--- src/rtl/result_display_pkg.sv ---
// result_display_pkg
//   Shared types and constants for the result_display block:
//   FSM state encoding, digit count, shift-register geometry,
//   seven-segment codes (active-high, bit0=a .. bit6=g) and the
//   double-dabble iteration helper.
package result_display_pkg;

  typedef enum logic [0:0] {
    ST_IDLE    = 1'b0,
    ST_CONVERT = 1'b1
  } state_t;

  localparam int DIGIT_COUNT = 3;
  localparam int VALUE_W     = 8;
  localparam int BCD_W       = 4 * DIGIT_COUNT;
  localparam int SHIFT_W     = BCD_W + VALUE_W;

  localparam logic [6:0] SEG_0     = 7'h3F;
  localparam logic [6:0] SEG_1     = 7'h06;
  localparam logic [6:0] SEG_2     = 7'h5B;
  localparam logic [6:0] SEG_3     = 7'h4F;
  localparam logic [6:0] SEG_4     = 7'h66;
  localparam logic [6:0] SEG_5     = 7'h6D;
  localparam logic [6:0] SEG_6     = 7'h7D;
  localparam logic [6:0] SEG_7     = 7'h07;
  localparam logic [6:0] SEG_8     = 7'h7F;
  localparam logic [6:0] SEG_9     = 7'h6F;
  localparam logic [6:0] SEG_BLANK = 7'h00;

  // One double-dabble iteration on {bcd[11:0], binary[7:0]}:
  // correct every BCD nibble >= 5 by +3, then shift left so the
  // next binary MSB enters the units nibble.
  function automatic logic [SHIFT_W-1:0] dd_step(input logic [SHIFT_W-1:0] sr);
    logic [SHIFT_W-1:0] t;
    t = sr;
    for (int i = 0; i < DIGIT_COUNT; i++) begin
      if (t[VALUE_W + 4*i +: 4] >= 4'd5) begin
        t[VALUE_W + 4*i +: 4] = t[VALUE_W + 4*i +: 4] + 4'd3;
      end else begin
        t[VALUE_W + 4*i +: 4] = t[VALUE_W + 4*i +: 4];
      end
    end
    return {t[SHIFT_W-2:0], 1'b0};
  endfunction

endpackage

--- src/rtl/result_display_seg7_decoder.sv ---
// seg7_decoder
//   Combinational BCD to seven-segment decode. Codes 10..15 give a
//   dark digit.
//   Ports:
//     bcd : in  4  BCD digit
//     seg : out 7  active-high segments, bit0=a .. bit6=g
module seg7_decoder
  import result_display_pkg::*;
(
  input  logic [3:0] bcd,
  output logic [6:0] seg
);

  // Digit code lookup.
  always_comb begin
    seg = SEG_BLANK;
    case (bcd)
      4'd0:    seg = SEG_0;
      4'd1:    seg = SEG_1;
      4'd2:    seg = SEG_2;
      4'd3:    seg = SEG_3;
      4'd4:    seg = SEG_4;
      4'd5:    seg = SEG_5;
      4'd6:    seg = SEG_6;
      4'd7:    seg = SEG_7;
      4'd8:    seg = SEG_8;
      4'd9:    seg = SEG_9;
      default: seg = SEG_BLANK;
    endcase
  end

endmodule

--- src/rtl/result_display.sv ---
// result_display
//   Converts an 8-bit unsigned result to packed BCD with a serial
//   double-dabble engine (one iteration per clock, 8 clocks) and
//   scans the three digits onto a multiplexed seven-segment display.
//   A conversion starts whenever value differs from the last value
//   captured; changes during a conversion are picked up afterwards.
//   Parameter:
//     SCAN_DIV  : clocks per digit scan slot (1..65535)
//   Ports:
//     clock     : in  1   clock, rising edge
//     reset     : in  1   synchronous, active-high reset
//     value     : in  8   unsigned value to display
//     seg       : out 7   active-high segments of the selected digit
//     digit_sel : out 3   one-hot digit enable {hundreds, tens, units}
//     bcd       : out 12  last converted value {hundreds, tens, units}
//     busy      : out 1   conversion in progress
//   Build option:
//     RESULT_DISPLAY_BLANK_EN : blank leading zeros of hundreds/tens.
module result_display
  import result_display_pkg::*;
#(
  parameter int SCAN_DIV = 4
) (
  input  logic                clock,
  input  logic                reset,
  input  logic [VALUE_W-1:0]  value,
  output logic [6:0]          seg,
  output logic [2:0]          digit_sel,
  output logic [BCD_W-1:0]    bcd,
  output logic                busy
);

  localparam logic [15:0] PRESC_LAST = 16'(SCAN_DIV - 1);

  state_t               state_r;
  state_t               state_s;
  logic                 start_s;
  logic                 finish_s;
  logic [VALUE_W-1:0]   last_value_r;
  logic [SHIFT_W-1:0]   shift_r;
  logic [SHIFT_W-1:0]   step_s;
  logic [2:0]           iter_r;
  logic [BCD_W-1:0]     bcd_r;
  logic [15:0]          presc_r;
  logic [1:0]           digit_idx_r;
  logic [3:0]           nibble_s;
  logic                 blank_s;
  logic [6:0]           dec_seg_s;

  assign step_s = dd_step(shift_r);

  // FSM state register.
  always_ff @(posedge clock) begin
    if (reset) begin
      state_r <= ST_IDLE;
    end else begin
      state_r <= state_s;
    end
  end

  // Next state: start on a changed input, finish after iteration 8.
  always_comb begin
    state_s  = state_r;
    start_s  = 1'b0;
    finish_s = 1'b0;
    case (state_r)
      ST_IDLE: begin
        if (value != last_value_r) begin
          state_s = ST_CONVERT;
          start_s = 1'b1;
        end else begin
          state_s = ST_IDLE;
        end
      end
      ST_CONVERT: begin
        if (iter_r == 3'd7) begin
          state_s  = ST_IDLE;
          finish_s = 1'b1;
        end else begin
          state_s = ST_CONVERT;
        end
      end
      default: begin
        state_s = ST_IDLE;
      end
    endcase
  end

  // Conversion datapath: capture, iterate, publish on the last step only
  // so an aborted conversion never leaks a partial result.
  always_ff @(posedge clock) begin
    if (reset) begin
      last_value_r <= {VALUE_W{1'b0}};
      shift_r      <= {SHIFT_W{1'b0}};
      iter_r       <= 3'd0;
      bcd_r        <= {BCD_W{1'b0}};
    end else begin
      if (start_s) begin
        last_value_r <= value;
        shift_r      <= {{BCD_W{1'b0}}, value};
        iter_r       <= 3'd0;
      end else if (state_r == ST_CONVERT) begin
        shift_r <= step_s;
        iter_r  <= iter_r + 3'd1;
      end else begin
        shift_r <= shift_r;
        iter_r  <= iter_r;
      end
      if (finish_s) begin
        bcd_r <= step_s[SHIFT_W-1:VALUE_W];
      end else begin
        bcd_r <= bcd_r;
      end
    end
  end

  // Scan prescaler and digit index; free-running, independent of the FSM.
  always_ff @(posedge clock) begin
    if (reset) begin
      presc_r     <= 16'd0;
      digit_idx_r <= 2'd0;
    end else if (presc_r == PRESC_LAST) begin
      presc_r     <= 16'd0;
      digit_idx_r <= (digit_idx_r == 2'd2) ? 2'd0 : digit_idx_r + 2'd1;
    end else begin
      presc_r     <= presc_r + 16'd1;
      digit_idx_r <= digit_idx_r;
    end
  end

  // Digit select, nibble mux and leading-zero blanking.
  always_comb begin
    digit_sel = 3'b001;
    nibble_s  = bcd_r[3:0];
    blank_s   = 1'b0;
    case (digit_idx_r)
      2'd0: begin
        digit_sel = 3'b001;
        nibble_s  = bcd_r[3:0];
      end
      2'd1: begin
        digit_sel = 3'b010;
        nibble_s  = bcd_r[7:4];
`ifdef RESULT_DISPLAY_BLANK_EN
        blank_s   = (bcd_r[11:4] == 8'd0);
`else
        blank_s   = 1'b0;
`endif
      end
      2'd2: begin
        digit_sel = 3'b100;
        nibble_s  = bcd_r[11:8];
`ifdef RESULT_DISPLAY_BLANK_EN
        blank_s   = (bcd_r[11:8] == 4'd0);
`else
        blank_s   = 1'b0;
`endif
      end
      default: begin
        digit_sel = 3'b001;
        nibble_s  = bcd_r[3:0];
      end
    endcase
  end

  seg7_decoder u_seg7_decoder (
    .bcd (nibble_s),
    .seg (dec_seg_s)
  );

  assign seg  = blank_s ? SEG_BLANK : dec_seg_s;
  assign bcd  = bcd_r;
  assign busy = (state_r == ST_CONVERT);

endmodule

--- config.mk ---
export PLATFORM = sky130hd
export DESIGN_NAME = result_display
export DESIGN_NICKNAME = d
export VERILOG_FILES = /design/src/rtl/result_display_pkg.sv /design/src/rtl/result_display_seg7_decoder.sv /design/src/rtl/result_display.sv
export SDC_FILE = /design/constraint.sdc
export NUM_CORES = 1
export LEC_CHECK = 0
export CORE_MARGIN = 3
export CORE_UTILIZATION = 32
export DETAILED_ROUTE_END_ITERATION = 12
export PLACE_DENSITY = 0.57
export SLEW_MARGIN = 25
export SYNTH_ARGS = -nofsm -noshare
export SYNTH_HDL_FRONTEND = slang
export SYNTH_HIERARCHICAL = 1
export SYNTH_SLANG_ARGS = --single-unit
--- constraint.sdc ---
create_clock -name clock -period 2.3 [get_ports clock]
set_input_delay 0.46 -clock clock [delete_from_list [all_inputs] [get_ports clock]]
set_output_delay 0.46 -clock clock [all_outputs]
set_load 0.1 [all_outputs]
=== Word level (Yosys, flattened, before mapping) ===
Memory sizes are Yosys's and may differ from the RTL's.
Cells that the tools add are included.

* Add/sub/neg operators: 6
* Order comparisons: 3
* Equality and inequality tests: 5
* Mux-type cells: 14
* Bitwise gates (word level): 1
* Reduce and logical (&&, ||, !) cells: 3

{| class="wikitable"
|+ Operators by type and width
! kind !! number
|-
| 16-bit by 1-bit adder with 16-bit output, second input constant || 1
|-
| 16-bit by 2-bit == test with 1-bit output, second input constant || 1
|-
| 8-bit two-way mux || 2
|-
| 4-bit by 3-bit >= comparator with 1-bit output, second input constant || 3
|-
| 4-bit by 2-bit adder with 4-bit output, second input constant || 2
|-
| 4-bit two-way mux || 2
|-
| 8-bit inequality test || 1
|-
| 4-bit case mux with 2 select lines || 1
|-
| 3-bit case mux with 2 select lines || 1
|-
| 1-bit two-way mux || 5
|-
| 2-bit OR reduction || 2
|-
| 3-bit by 1-bit adder with 3-bit output, second input constant || 1
|-
| 3-bit by 2-bit adder with 3-bit output, second input constant || 1
|-
| 3-bit == test, second input constant || 1
|-
| 3-bit two-way mux || 1
|-
| 2-bit by 1-bit adder with 2-bit output, second input constant || 1
|-
| 2-bit by 1-bit == test with 1-bit output, second input constant || 1
|-
| 2-bit == test, second input constant || 1
|-
| 2-bit two-way mux || 1
|-
| 1-bit case mux with 2 select lines || 1
|-
| 2-bit nonzero test || 1
|-
| 1-bit inverter || 1
|}

* Register bits after elaboration: 62
* ROM bits: 112
* Input bits: 10
* Output and inout bits: 23
* Word-level logic and storage cells: 41
* Memories kept: 1

{| class="wikitable"
|+ Memories
! memory !! words !! bits a word !! rd ports !! clocked after Yosys merged registers in !! write ports !! line !! RTL
|-
| (no name shown) || 16 || 7 || 1 || 0 || 0 || result_display_seg7_decoder.sv:17 || <nowiki>case (bcd)</nowiki>
|}

=== Logic depth before layout (Yosys ltp) ===
Gate-level depths: netlist of run 1.

* Word-level depth: 4
* Gate-level depth with buffers: 10
* Gate-level depth less buffers: 9

=== By module ===
Netlist of run 1, hierarchy kept.

{| class="wikitable"
|+ Modules (own cells, without submodules)
! module !! times used !! cells an instance !! area each (um2) !! seq. area each (um2)
|-
| result_display || 1 || 310 || 2896.5 || 1241.2
|-
| seg7_decoder || 1 || 28 || 219.0 || 0.0
|}

=== Worst setup path after synthesis of run 1 ===
No wires, ideal clock.

* Path type: flip-flop to output port
* Start: reg bcd_r[9] (netlist: bcd[9])
* End: out seg[1]
* Arrival: 4152 ps
* Data required time: 1840 ps
* Path slack: -2312 ps
* Cell stages (with the launch flop): 6
* Buffers on the path: 0
* Cells stage by stage: dfxtp_1 > a22oi_1 > a21oi_1 > inv_2 > ha_1 > o21ai_0

* Cells in the longest elaborated chain, start to end: 2

{| class="wikitable"
|+ Ends and longest elaborated chain
! what !! line !! RTL
|-
| start, declared || result_display.sv:43 || <nowiki>logic [BCD_W-1:0] bcd_r;</nowiki>
|-
| start signal, assigned || result_display.sv:96 || <nowiki>bcd_r <= {BCD_W{1'b0}};</nowiki>
|-
| start signal, assigned || result_display.sv:110 || <nowiki>bcd_r <= step_s[SHIFT_W-1:VALUE_W];</nowiki>
|-
| start signal, assigned || result_display.sv:112 || <nowiki>bcd_r <= bcd_r;</nowiki>
|-
| 4-bit case mux with 2 select lines || result_display.sv:136 || <nowiki>case (digit_idx_r)</nowiki>
|-
| via nibble_s[1] || result_display.sv:46 || <nowiki>logic [3:0] nibble_s;</nowiki>
|-
| memory read 16 x 7 bit || -- ||
|-
| end, declared || result_display.sv:27 || <nowiki>output logic [6:0] seg,</nowiki>
|}

The timed path passes the listed nets, and every way through them passes these cells.

=== Final worst setup path of run 1 ===
* Start: reg digit_idx_r[1]
* End: out seg[0]

* Cells in the longest elaborated chain, start to end: 3
* Elaborated cells on any way between the ends: 4
* Classes of those cells: 2 x eq/ne; 1 x mux; 1 x memory

{| class="wikitable"
|+ Ends and longest elaborated chain
! what !! line !! RTL
|-
| start, declared || result_display.sv:45 || <nowiki>logic [1:0] digit_idx_r;</nowiki>
|-
| start signal, assigned || result_display.sv:124 || <nowiki>digit_idx_r <= (digit_idx_r == 2'd2) ? 2'd0 : digit_idx_r + 2'd1;</nowiki>
|-
| start signal, assigned || result_display.sv:127 || <nowiki>digit_idx_r <= digit_idx_r;</nowiki>
|-
| 2-bit == test / 2-bit by 1-bit == test with 1-bit output (equally long branches) || result_display.sv:136 ||
|-
| 4-bit case mux with 2 select lines (*) || result_display.sv:136 ||
|-
| via nibble_s[0] || result_display.sv:46 ||
|-
| memory read 16 x 7 bit (*) || -- ||
|}

The timed path passes the listed nets; every way through them passes the cells marked *.

==> impl_metrics.env, run 1 <==
export IMPL_status="finished, violations left"
export IMPL_violations="setup timing"
export IMPL_gp_congestion=0.755
export IMPL_fin_crit_ps=2560
export IMPL_tightest_slew_ps=449
export IMPL_ant_nets=0
export IMPL_yosysSeqAreaShare=0.398
export IMPL_crit_family="compound AO/OA/AOI/OAI gates"
export IMPL_clk_latency_ps=330
export IMPL_dp_hpwl_um=4740
export IMPL_areaGrowthSynthToFinish_pct=37.3
export IMPL_startpoint_type="register"
export IMPL_drtIter0Drc=61
export IMPL_end_kind="output pin"
export IMPL_drc=0
export IMPL_slew_viol_final=0
export IMPL_antenna_cells=0
export IMPL_final_cell_mix="dfxtp_1, buf_4, nor2_1"
export IMPL_worstPathRequired_ps=1840
export IMPL_vdd_drop_max_mv=0.305
export IMPL_cp_arrival_ps=2100
export IMPL_first_global_vias=2417
export IMPL_clock_sinks=62
export IMPL_clockBufferDepth=2
export IMPL_fp_dieH_um=105
export IMPL_grt_use_total=0.125
export IMPL_antenna_found_initial=0
export IMPL_grt_max_degree=21
export IMPL_num_rows=35
export IMPL_coreArea_um2=9370
export IMPL_ys_ff_latch=62
export IMPL_p_leak_nw=1.70
export IMPL_fmax_mhz=390
export IMPL_slew_headroom=0.699
export IMPL_wl_per_cell_um=12.1
export IMPL_vias=2470
export IMPL_critPathMaxFanout=4
export IMPL_postSynthCellCount=338
export IMPL_final_common_cell="dfxtp_1"
export IMPL_yosysWarnings=6
export IMPL_maxCapViolations=0
export IMPL_rsz0062_at_grt="yes"
export IMPL_final_setup_tns_ps=-1510
export IMPL_grt_pass1_wl_um=11300
export IMPL_pwr_density_cell_nw_per_um2=614
export IMPL_viasPerCell=4.63
export IMPL_dr_pass1_iters=4
export IMPL_tritoncts="done"
export IMPL_worstRegToRegCells=6
export IMPL_port_buffer_count=32
export IMPL_root_buffer="clkbuf_8"
export IMPL_critical_path_max_stage_delay_ps=330
export IMPL_timing_rr_end="presc_r[12]$_SDFF_PP0_"
export IMPL_avgSynthCellArea_um2=9.22
export IMPL_die_area_um2=11000
export IMPL_totalWireLength_um=6470
export IMPL_hold_slack_ps=449
export IMPL_skew_ps=7.91
export IMPL_nets=430
export IMPL_dp_cells=505
export IMPL_hp_start="presc_r[0]$_SDFF_PP0_"
export IMPL_crit_end="seg[0]"
export IMPL_drive_gt1_frac=0.338
export IMPL_reg2reg_slack_ps=600
export IMPL_holdCritPathClass="register to register"
export IMPL_cts_made_buffers=9
export IMPL_critPathKind="register to output pin"
export IMPL_cp_slowest_cell="dfxtp_2"
export IMPL_syn_nets=368
export IMPL_finalHoldViolCount=0
export IMPL_crit_cells=10
export IMPL_syn_area_um2=3120
export IMPL_synth_cell_type_count=38
export IMPL_grt_overflow_total=0
export IMPL_layout_setup_ws_ps=-263
export IMPL_setup_worst_path_start="digit_idx_r[1]$_SDFFE_PP0N_"
export IMPL_path_cells="buf_4 > ha_4 > a22oi_2 > a21oi_2 > buf_4 > ha_4 > nor2_4 > a21oi_4 > o22ai_4 > buf_12"
export IMPL_path_buf_inv=3
export IMPL_nFillCells=938
export IMPL_fin_cells=534
export IMPL_setup_viol=7
export IMPL_r2r_start="presc_r[0]$_SDFF_PP0_"
export IMPL_initial_core_util=0.332
export IMPL_htreeDepth=3
export IMPL_die_x_um=105
export IMPL_pre_cts_ws_ps=5.97
export IMPL_finalCritPeriodShare=1.11
export IMPL_path_clk_slew_ps=70
export IMPL_holdBufCountCts=0
export IMPL_top_level_ports=33
-- report_power, final --
part / switching, mW / internal (mW) / total [mW]
Clock: 0.410 / 0.416 / 0.826
Combinational: 0.394 / 0.287 / 0.681
Sequential: 0.0231 / 1.10 / 1.12
Total: 0.827 / 1.80 / 2.63
-- cell type report --
cell class / count / area, µm² / share of cell area
clock buffers: 12 / 145 / 0.0339
well taps: 129 / 161 / 0.0377
inverters: 16 / 65.1 / 0.0152
multi-input cells: 244 / 1950 / 0.456
repair buffers: 67 / 659 / 0.154
clock inverters: 4 / 21.3 / 0.00497
flip-flops and latches: 62 / 1270 / 0.298
-- sequential cells by signal, summed over array words and instances, names as in the netlist --
register / count
bcd: 12
busy: 1
digit_idx_r: 2
iter_r: 3
last_value_r: 8
presc_r: 16
shift_r: 20
-- kinds of logic after synthesis --
logic type	share of synthesized area
xor gates and xnor gates	0.0759
adders and majority gates	0.0803
muxes	0.0996
DFF	0.398
AOI/OAI and AO/OA	0.117
buffers and inverters	0.0582
and+or+nand+nor	0.170
-- stage by stage --
stage          power (mW)  utilization  area, µm²
3_5_place_dp         1.78        0.417       3910
6_report             2.63        0.457       4280
3_3_place_gp         1.77        0.417       3910
4_1_cts              2.66        0.453       4250
2_1_floorplan        1.59            -       3340
5_1_grt              2.75        0.457       4280
-- layer usage --
metal,up-vias,track usage,routed length (µm)
met5,-,0,0
met2,38,0.214,3160
li1,1284,-,-
met1,1139,0.148,3000
met4,0,0.0562,100
met3,9,0.0309,214
-- worst min path at each step --
| stage | slack (ps) | to | cells after the start |
|---|---|---|---|
| final | 450 | presc_r[0]$_SDFF_PP0_ | 1 |
| after detailed placement | 450 | presc_r[0]$_SDFF_PP0_ | 1 |
| after global routing | 490 | presc_r[0]$_SDFF_PP0_ | 1 |
| after global placement | 430 | presc_r[0]$_SDFF_PP0_ | 1 |
| after floorplan | 420 | presc_r[0]$_SDFF_PP0_ | 1 |
| after CTS | 460 | presc_r[0]$_SDFF_PP0_ | 1 |
-- synthesized netlist by cell type --
cell,number,share of area
xor2_1,15,0.042
a22o_1,7,0.020
o22ai_1,5,0.010
or2_1,1,0.0020
nor3b_1,5,0.012
and3_2,1,0.0024
buf_2,3,0.0048
nand3_1,11,0.018
nand2b_1,4,0.0080
nor4b_1,1,0.0028
and3_1,3,0.0060
buf_12,1,0.0064
inv_2,1,0.0012
nand2_1,12,0.014
a31oi_1,1,0.0020
dfxtp_1,62,0.40
a21oi_1,18,0.029
or2_2,1,0.0020
a21boi_0,1,0.0024
nor4_1,2,0.0040
ha_1,20,0.080
xnor2_1,12,0.034
nand2b_4,1,0.0044
o21ai_0,11,0.018
buf_4,1,0.0024
nor4_2,1,0.0040
inv_1,15,0.018
a22oi_1,4,0.0096
a21o_2,1,0.0028
a211oi_1,9,0.022
nand4_1,3,0.0060
o21a_1,1,0.0024
nor2_1,48,0.058
buf_6,5,0.018
clkbuf_1,6,0.0072
mux2i_1,31,0.10
nor2_2,10,0.020
nor3_1,4,0.0064
-- repair_timing --
action                                  in CTS  in global routing
buffers inserted                            11                  1
pin swaps                                   11                  3
gates resized for setup                     22                  3
gates cloned                                 0                  1
endpoints found under the setup margin       7                  7
Note: power is estimated with default switching activity, not from simulation.
==> run 2, diff against run 1 <==
--- a/config.mk
+++ b/config.mk
@@ -5,10 +5,13 @@
 export SDC_FILE = /design/constraint.sdc
 export NUM_CORES = 1
 export LEC_CHECK = 0
+export ABC_AREA = 1
 export CORE_MARGIN = 3
 export CORE_UTILIZATION = 32
 export DETAILED_ROUTE_END_ITERATION = 12
-export PLACE_DENSITY = 0.57
+export DONT_BUFFER_PORTS = 1
+export PLACE_DENSITY = 0.52
+export SKIP_LAST_GASP = 1
 export SLEW_MARGIN = 25
 export SYNTH_ARGS = -nofsm -noshare
 export SYNTH_HDL_FRONTEND = slang
==> run 2 against run 1 <==
Effect of this change: wire length increased by 17%; critical endpoint unchanged; worst setup slack better by 120 ps; the run still ends with setup timing left; cell area is 2.0% lower; sequential share of layout area increased by 0.47 points; combinational power shrank 32%; final cell count increased by 19%.
==> impl_metrics.env, run 2 <==
export IMPL_largest_reg_flops=20
export IMPL_synthMuxAreaShare=0
export IMPL_synth_xor_area_share=0.0268
export IMPL_synth_top_area_frac=0.380
export IMPL_netlist_top_cells_area="dfxtp_1, nand2_1, inv_1"
export IMPL_pwr_density_cell_nw_per_um2=607
export IMPL_yosysTopAreaCell="dfxtp_1"
export IMPL_ant_nets=0
export IMPL_syn_area_um2=3270
export IMPL_areaGrowthSynthToFinish_pct=28.3
export IMPL_dp_hpwl_um=5540
export IMPL_gp_congestion=0.759
export IMPL_syn_nets=493
export IMPL_slew_viol_final=0
export IMPL_synth_common_cells="nand2_1, inv_1, dfxtp_1"
export IMPL_grt_pass1_wl_um=13000
export IMPL_power_frac_comb=0.182
export IMPL_initial_core_util=0.331
export IMPL_nets=529
export IMPL_die_x_um=107
export IMPL_rsz0062_at_grt="yes"
export IMPL_synth_simple_area_share=0.300
export IMPL_finalHoldViolCount=0
export IMPL_postSynthCellCount=463
export IMPL_fmax_mhz=409
export IMPL_skew_ps=11.0
export IMPL_die_area_um2=11500
export IMPL_largest_register="shift_r"
export IMPL_port_buffer_count=0
export IMPL_antenna_found_initial=0
export IMPL_htreeDepth=3
export IMPL_antenna_cells=0
export IMPL_root_buffer="clkbuf_8"
export IMPL_tritoncts="done"
export IMPL_clock_sinks=62
export IMPL_viasPerCell=4.60
export IMPL_grt_use_total=0.140
export IMPL_clockBufferDepth=2
export IMPL_cts_made_buffers=9
export IMPL_final_cell_mix="nand2_1, inv_1, dfxtp_1"
export IMPL_tightest_slew_ps=467
export IMPL_worstPathRequired_ps=1840
export IMPL_cp_arrival_ps=1990
export IMPL_final_common_cell="nand2_1"
export IMPL_fp_dieH_um=107
export IMPL_synth_ff_type="dfxtp_1"
export IMPL_fin_crit_ps=2450
export IMPL_synth_async_reset_ratio=0
export IMPL_power_switching_share=0.320
export IMPL_seqPwrFrac=0.440
export IMPL_yosysMostFrequentCell="nand2_1"
export IMPL_yosysSeqAreaShare=0.380
export IMPL_final_setup_tns_ps=-778
export IMPL_synth_top_family_by_area="simple AND/OR/NAND/NOR gates"
export IMPL_clk_latency_ps=340
export IMPL_grt_max_degree=22
export IMPL_status="finished, violations left"
export IMPL_drc=0
export IMPL_holdCritPathClass="input port to register"
export IMPL_pre_cts_ws_ps=-4.29
export IMPL_min_path_cells=1
export IMPL_vdd_drop_max_mv=0.346
export IMPL_p_leak_nw=1.71
export IMPL_internal_power_mw=1.73
export IMPL_synthAdderAreaFrac=0.0766
export IMPL_top_level_ports=33
export IMPL_coreArea_um2=9860
export IMPL_totalWireLength_um=7570
export IMPL_synth_edf_count=0
export IMPL_first_global_vias=2889
export IMPL_setup_viol=7
export IMPL_netSwitchingPower_mw=0.814
export IMPL_finalCritPeriodShare=1.06
export IMPL_holdBufCountCts=0
export IMPL_vias=2930
export IMPL_wl_per_cell_um=11.9
export IMPL_drtIter0Drc=95
export IMPL_end_kind="output pin"
export IMPL_ys_ff_latch=62
export IMPL_startpoint_type="register"
export IMPL_synth_cell_type_count=30
export IMPL_maxCapViolations=0
export IMPL_synth_compound_area_frac=0.116
export IMPL_slew_headroom=0.688
export IMPL_num_rows=36
export IMPL_critPathKind="register to output pin"
export IMPL_drive_gt1_frac=0.252
export IMPL_grt_overflow_total=0
export IMPL_path_clk_slew_ps=70
export IMPL_violations="setup timing"
export IMPL_dr_pass1_iters=5
export IMPL_critPathMaxFanout=4
export IMPL_yosysWarnings=6
export IMPL_worstRegToRegCells=7
export IMPL_reg2reg_slack_ps=620
export IMPL_layout_setup_ws_ps=-147
export IMPL_avgSynthCellArea_um2=7.06
export IMPL_p_clk_frac=0.378
-- run 2: layer usage --
layer  wire, µm  vias up  part of all wire  track usage
met5          0        -                 0            0
met4         80        0             0.011       0.0457
met3        424       10             0.056       0.0470
met2       3610       50              0.48        0.232
met1       3450     1323              0.46        0.171
li1           -     1547                 -            -
-- run 2: cell type report --
type                       instances  area [µm²]
multi-input combinational        317        1970
fill                            1017        5670
sequential                        62        1270
inverter                          74         294
clock inverter                     7        71.3
timing repair buffer              35         303
tap                              133         166
clock buffer                       9         124
-- run 2: final timing paths --
check / end / start
setup / recovery: seg[0] / digit_idx_r[1]$_SDFFE_PP0N_
setup reg to reg: shift_r[18]$_SDFFE_PP0P_ / shift_r[16]$_SDFFE_PP0P_
hold / removal: last_value_r[2]$_SDFFE_PP0P_ / reset
hold reg to reg: presc_r[0]$_SDFF_PP0_ / presc_r[0]$_SDFF_PP0_
-- run 2: cells by family after synthesis --
kind of cell / count (synthesis)
adders and majority gates: 20
xor gates and xnor gates: 10
DFF: 62
and+or+nand+nor: 220
AOI/OAI and AO/OA: 67
buffers and inverters: 84
-- run 2: per-stage QoR --
| step | area, µm² | hold slack [ps] | std cells | utilization | total power, mW |
|---|---|---|---|---|---|
| 2_1_floorplan | 3440 | 417 | 463 | - | 1.50 |
| 3_3_place_gp | 3770 | 430 | 615 | 0.383 | 1.55 |
| 3_5_place_dp | 3770 | 437 | 615 | 0.383 | 1.56 |
| 4_1_cts | 4150 | 165 | 636 | 0.420 | 2.57 |
| 5_1_grt | 4190 | 153 | 637 | 0.425 | 2.67 |
| 6_report | 4190 | 183 | 637 | 0.425 | 2.54 |
-- run 2: timing repair --
item                       4_1_cts  5_1_grt
setup buffers                    6        1
gates cloned                     0        0
gates resized for setup         36        8
pin swaps                       18       12
setup endpoints to repair        7        7
-- run 2: power groups by stage --
stage                     Combinational [mW]  Clock (mW)  Sequential (mW)
after floorplan                        0.363           0             1.14
after global placement                 0.413           0             1.14
after global routing                   0.498        1.05             1.12
after detailed placement               0.415           0             1.14
final                                  0.463       0.963             1.12
after CTS                              0.454       0.996             1.12
-- run 2: critical path, stage by stage (launching register included) --
cell and delay, ps:
dfxtp_4 370, inv_4 80, ha_4 140, inv_4 40
o22ai_2 150, nand2_1 80, o21ai_2 80, inv_2 100
ha_2 170, inv_1 60, nand2_2 70, nand2_2 90
nand2_4 70, nand2_8 170
==> run 3, diff against run 2 <==
--- a/config.mk
+++ b/config.mk
@@ -6,6 +6,7 @@
 export NUM_CORES = 1
 export LEC_CHECK = 0
 export ABC_AREA = 1
+export CORE_ASPECT_RATIO = 2
 export CORE_MARGIN = 3
 export CORE_UTILIZATION = 32
 export DETAILED_ROUTE_END_ITERATION = 12
==> run 3 against run 2 <==
Effect of this change: global-route usage rose by 1.1 points; flip-flop and latch count is the same; die area up 0.64%; non-clock buffer count unchanged; critical path depth is 3 lower; clock skew down 2.2 ps; clock power is 55% higher; critical endpoint is now seg[3]; final cell count fell by 0.16%; the flow still finishes with violations (setup timing); combinational power rose by 0.9%; worst setup slack improved by 2.7 ps.
==> impl_metrics.env, run 3 (synthesized netlist as in run 2, its figures left out) <==
export IMPL_end_kind="output pin"
export IMPL_grt_pass1_wl_um=13700
export IMPL_antenna_found_initial=0
export IMPL_status="finished, violations left"
export IMPL_maxCapViolations=0
export IMPL_slew_headroom=0.700
export IMPL_critPathMaxFanout=8
export IMPL_root_buffer="clkbuf_16"
export IMPL_finalCritPeriodShare=1.06
export IMPL_holdCritPathClass="input port to register"
export IMPL_htreeDepth=3
export IMPL_coreArea_um2=9830
export IMPL_seq_area_um2=1270
export IMPL_nFillCells=995
export IMPL_dr_pass1_iters=4
export IMPL_final_cell_mix="nand2_1, inv_1, dfxtp_1"
export IMPL_multi_input_area_um2=2060
export IMPL_fin_total_pwr_mw=3.08
export IMPL_path_clk_slew_ps=60
export IMPL_port_buffer_count=0
export IMPL_grt_use_total=0.151
export IMPL_startpoint_type="register"
export IMPL_skew_ps=8.86
export IMPL_violations="setup timing"
export IMPL_num_rows=51
export IMPL_largest_register="shift_r"
export IMPL_hold_slack_ps=196
export IMPL_rsz0062_at_grt="yes"
export IMPL_vias=3024
export IMPL_cp_arrival_ps=1980
export IMPL_drc=0
export IMPL_top_level_ports=33
export IMPL_dp_hpwl_um=6360
export IMPL_antenna_cells=0
export IMPL_fin_util=0.450
export IMPL_setup_viol=7
export IMPL_finalHoldViolCount=0
export IMPL_gp_congestion=0.857
export IMPL_clock_sinks=62
export IMPL_first_global_vias=3031
export IMPL_totalWireLength_um=8510
export IMPL_layout_setup_ws_ps=-144
export IMPL_grt_max_degree=22
export IMPL_drtIter0Drc=131
export IMPL_critPathKind="register to output pin"
export IMPL_fp_dieH_um=149
export IMPL_nets=529
export IMPL_p_leak_nw=1.80
export IMPL_fin_crit_ps=2440
export IMPL_final_common_cell="nand2_1"
export IMPL_die_x_um=77.4
export IMPL_clk_latency_ps=330
export IMPL_areaGrowthSynthToFinish_pct=35.4
export IMPL_largest_reg_flops=20
export IMPL_wl_per_cell_um=13.4
export IMPL_pwr_density_cell_nw_per_um2=696
export IMPL_cts_made_buffers=9
export IMPL_worstPathRequired_ps=1840
export IMPL_holdBufCountCts=0
export IMPL_vdd_drop_max_mv=0.335
export IMPL_die_area_um2=11500
export IMPL_ant_nets=0
export IMPL_viasPerCell=4.75
export IMPL_initial_core_util=0.332
export IMPL_drive_gt1_frac=0.272
export IMPL_slew_viol_final=0
export IMPL_fmax_mhz=409
export IMPL_grt_overflow_total=0
export IMPL_tritoncts="done"
export IMPL_clockBufferDepth=2
export IMPL_tightest_slew_ps=448
## run 3: area by class of cell
class / instances / share of cell area
Clock buffer: 11 / 0.0571
Clock inverter: 5 / 0.0184
Inverter: 74 / 0.0687
Multi-Input combinational cell: 317 / 0.466
Sequential cell: 62 / 0.286
Tap cell: 132 / 0.0373
Timing Repair Buffer: 35 / 0.0656
## run 3: metrics by stage
step / cell area [µm²] / worst slack (ps) / cells / setup TNS (ps)
2_1_floorplan: 3440 / -96.9 / 463 / -582
3_3_place_gp: 3750 / 28.6 / 611 / 0
3_5_place_dp: 3750 / -1.68 / 611 / -1.68
4_1_cts: 4300 / -119 / 631 / -660
5_1_grt: 4420 / -212 / 636 / -1300
6_report: 4420 / -144 / 636 / -794
## run 3: worst paths after layout
kind	start	endpoint	slack (ps)	cells past startpoint
worst min register to register	presc_r[0]$_SDFF_PP0_	presc_r[0]$_SDFF_PP0_	440	1
worst max register to register	shift_r[16]$_SDFFE_PP0P_	shift_r[18]$_SDFFE_PP0P_	600	7
worst min-delay path	reset	last_value_r[2]$_SDFFE_PP0P_	200	1
worst max-delay path	digit_idx_r[0]$_SDFFE_PP0N_	seg[3]	-140	10
## run 3: repair_timing
action	in CTS	in global routing
gates resized for setup	52	16
setup buffers	4	5
setup endpoints to repair	7	7
pin swaps	19	17
## run 3: worst max-delay path, stage by stage (launching register included)
cell	delay, ps
dfxtp_4	380
inv_6	50
ha_4	350
nand2_2	80
o21ai_2	90
inv_2	90
ha_4	280
nand2_4	60
nand2_4	60
nand2_4	60
nand2_8	160
## run 3: power breakdown
part	internal (mW)	switching, mW
registers	1.10	0.0228
logic	0.127	0.340
clock network	1.01	0.486
## run 3: metal layers
metal | wire length (µm) | share of wire | GRT usage
met1 | 3040 | 0.36 | 0.138
met4 | 337 | 0.040 | 0.0829
met5 | 0 | 0 | 0
met2 | 4810 | 0.57 | 0.300
met3 | 322 | 0.038 | 0.0296
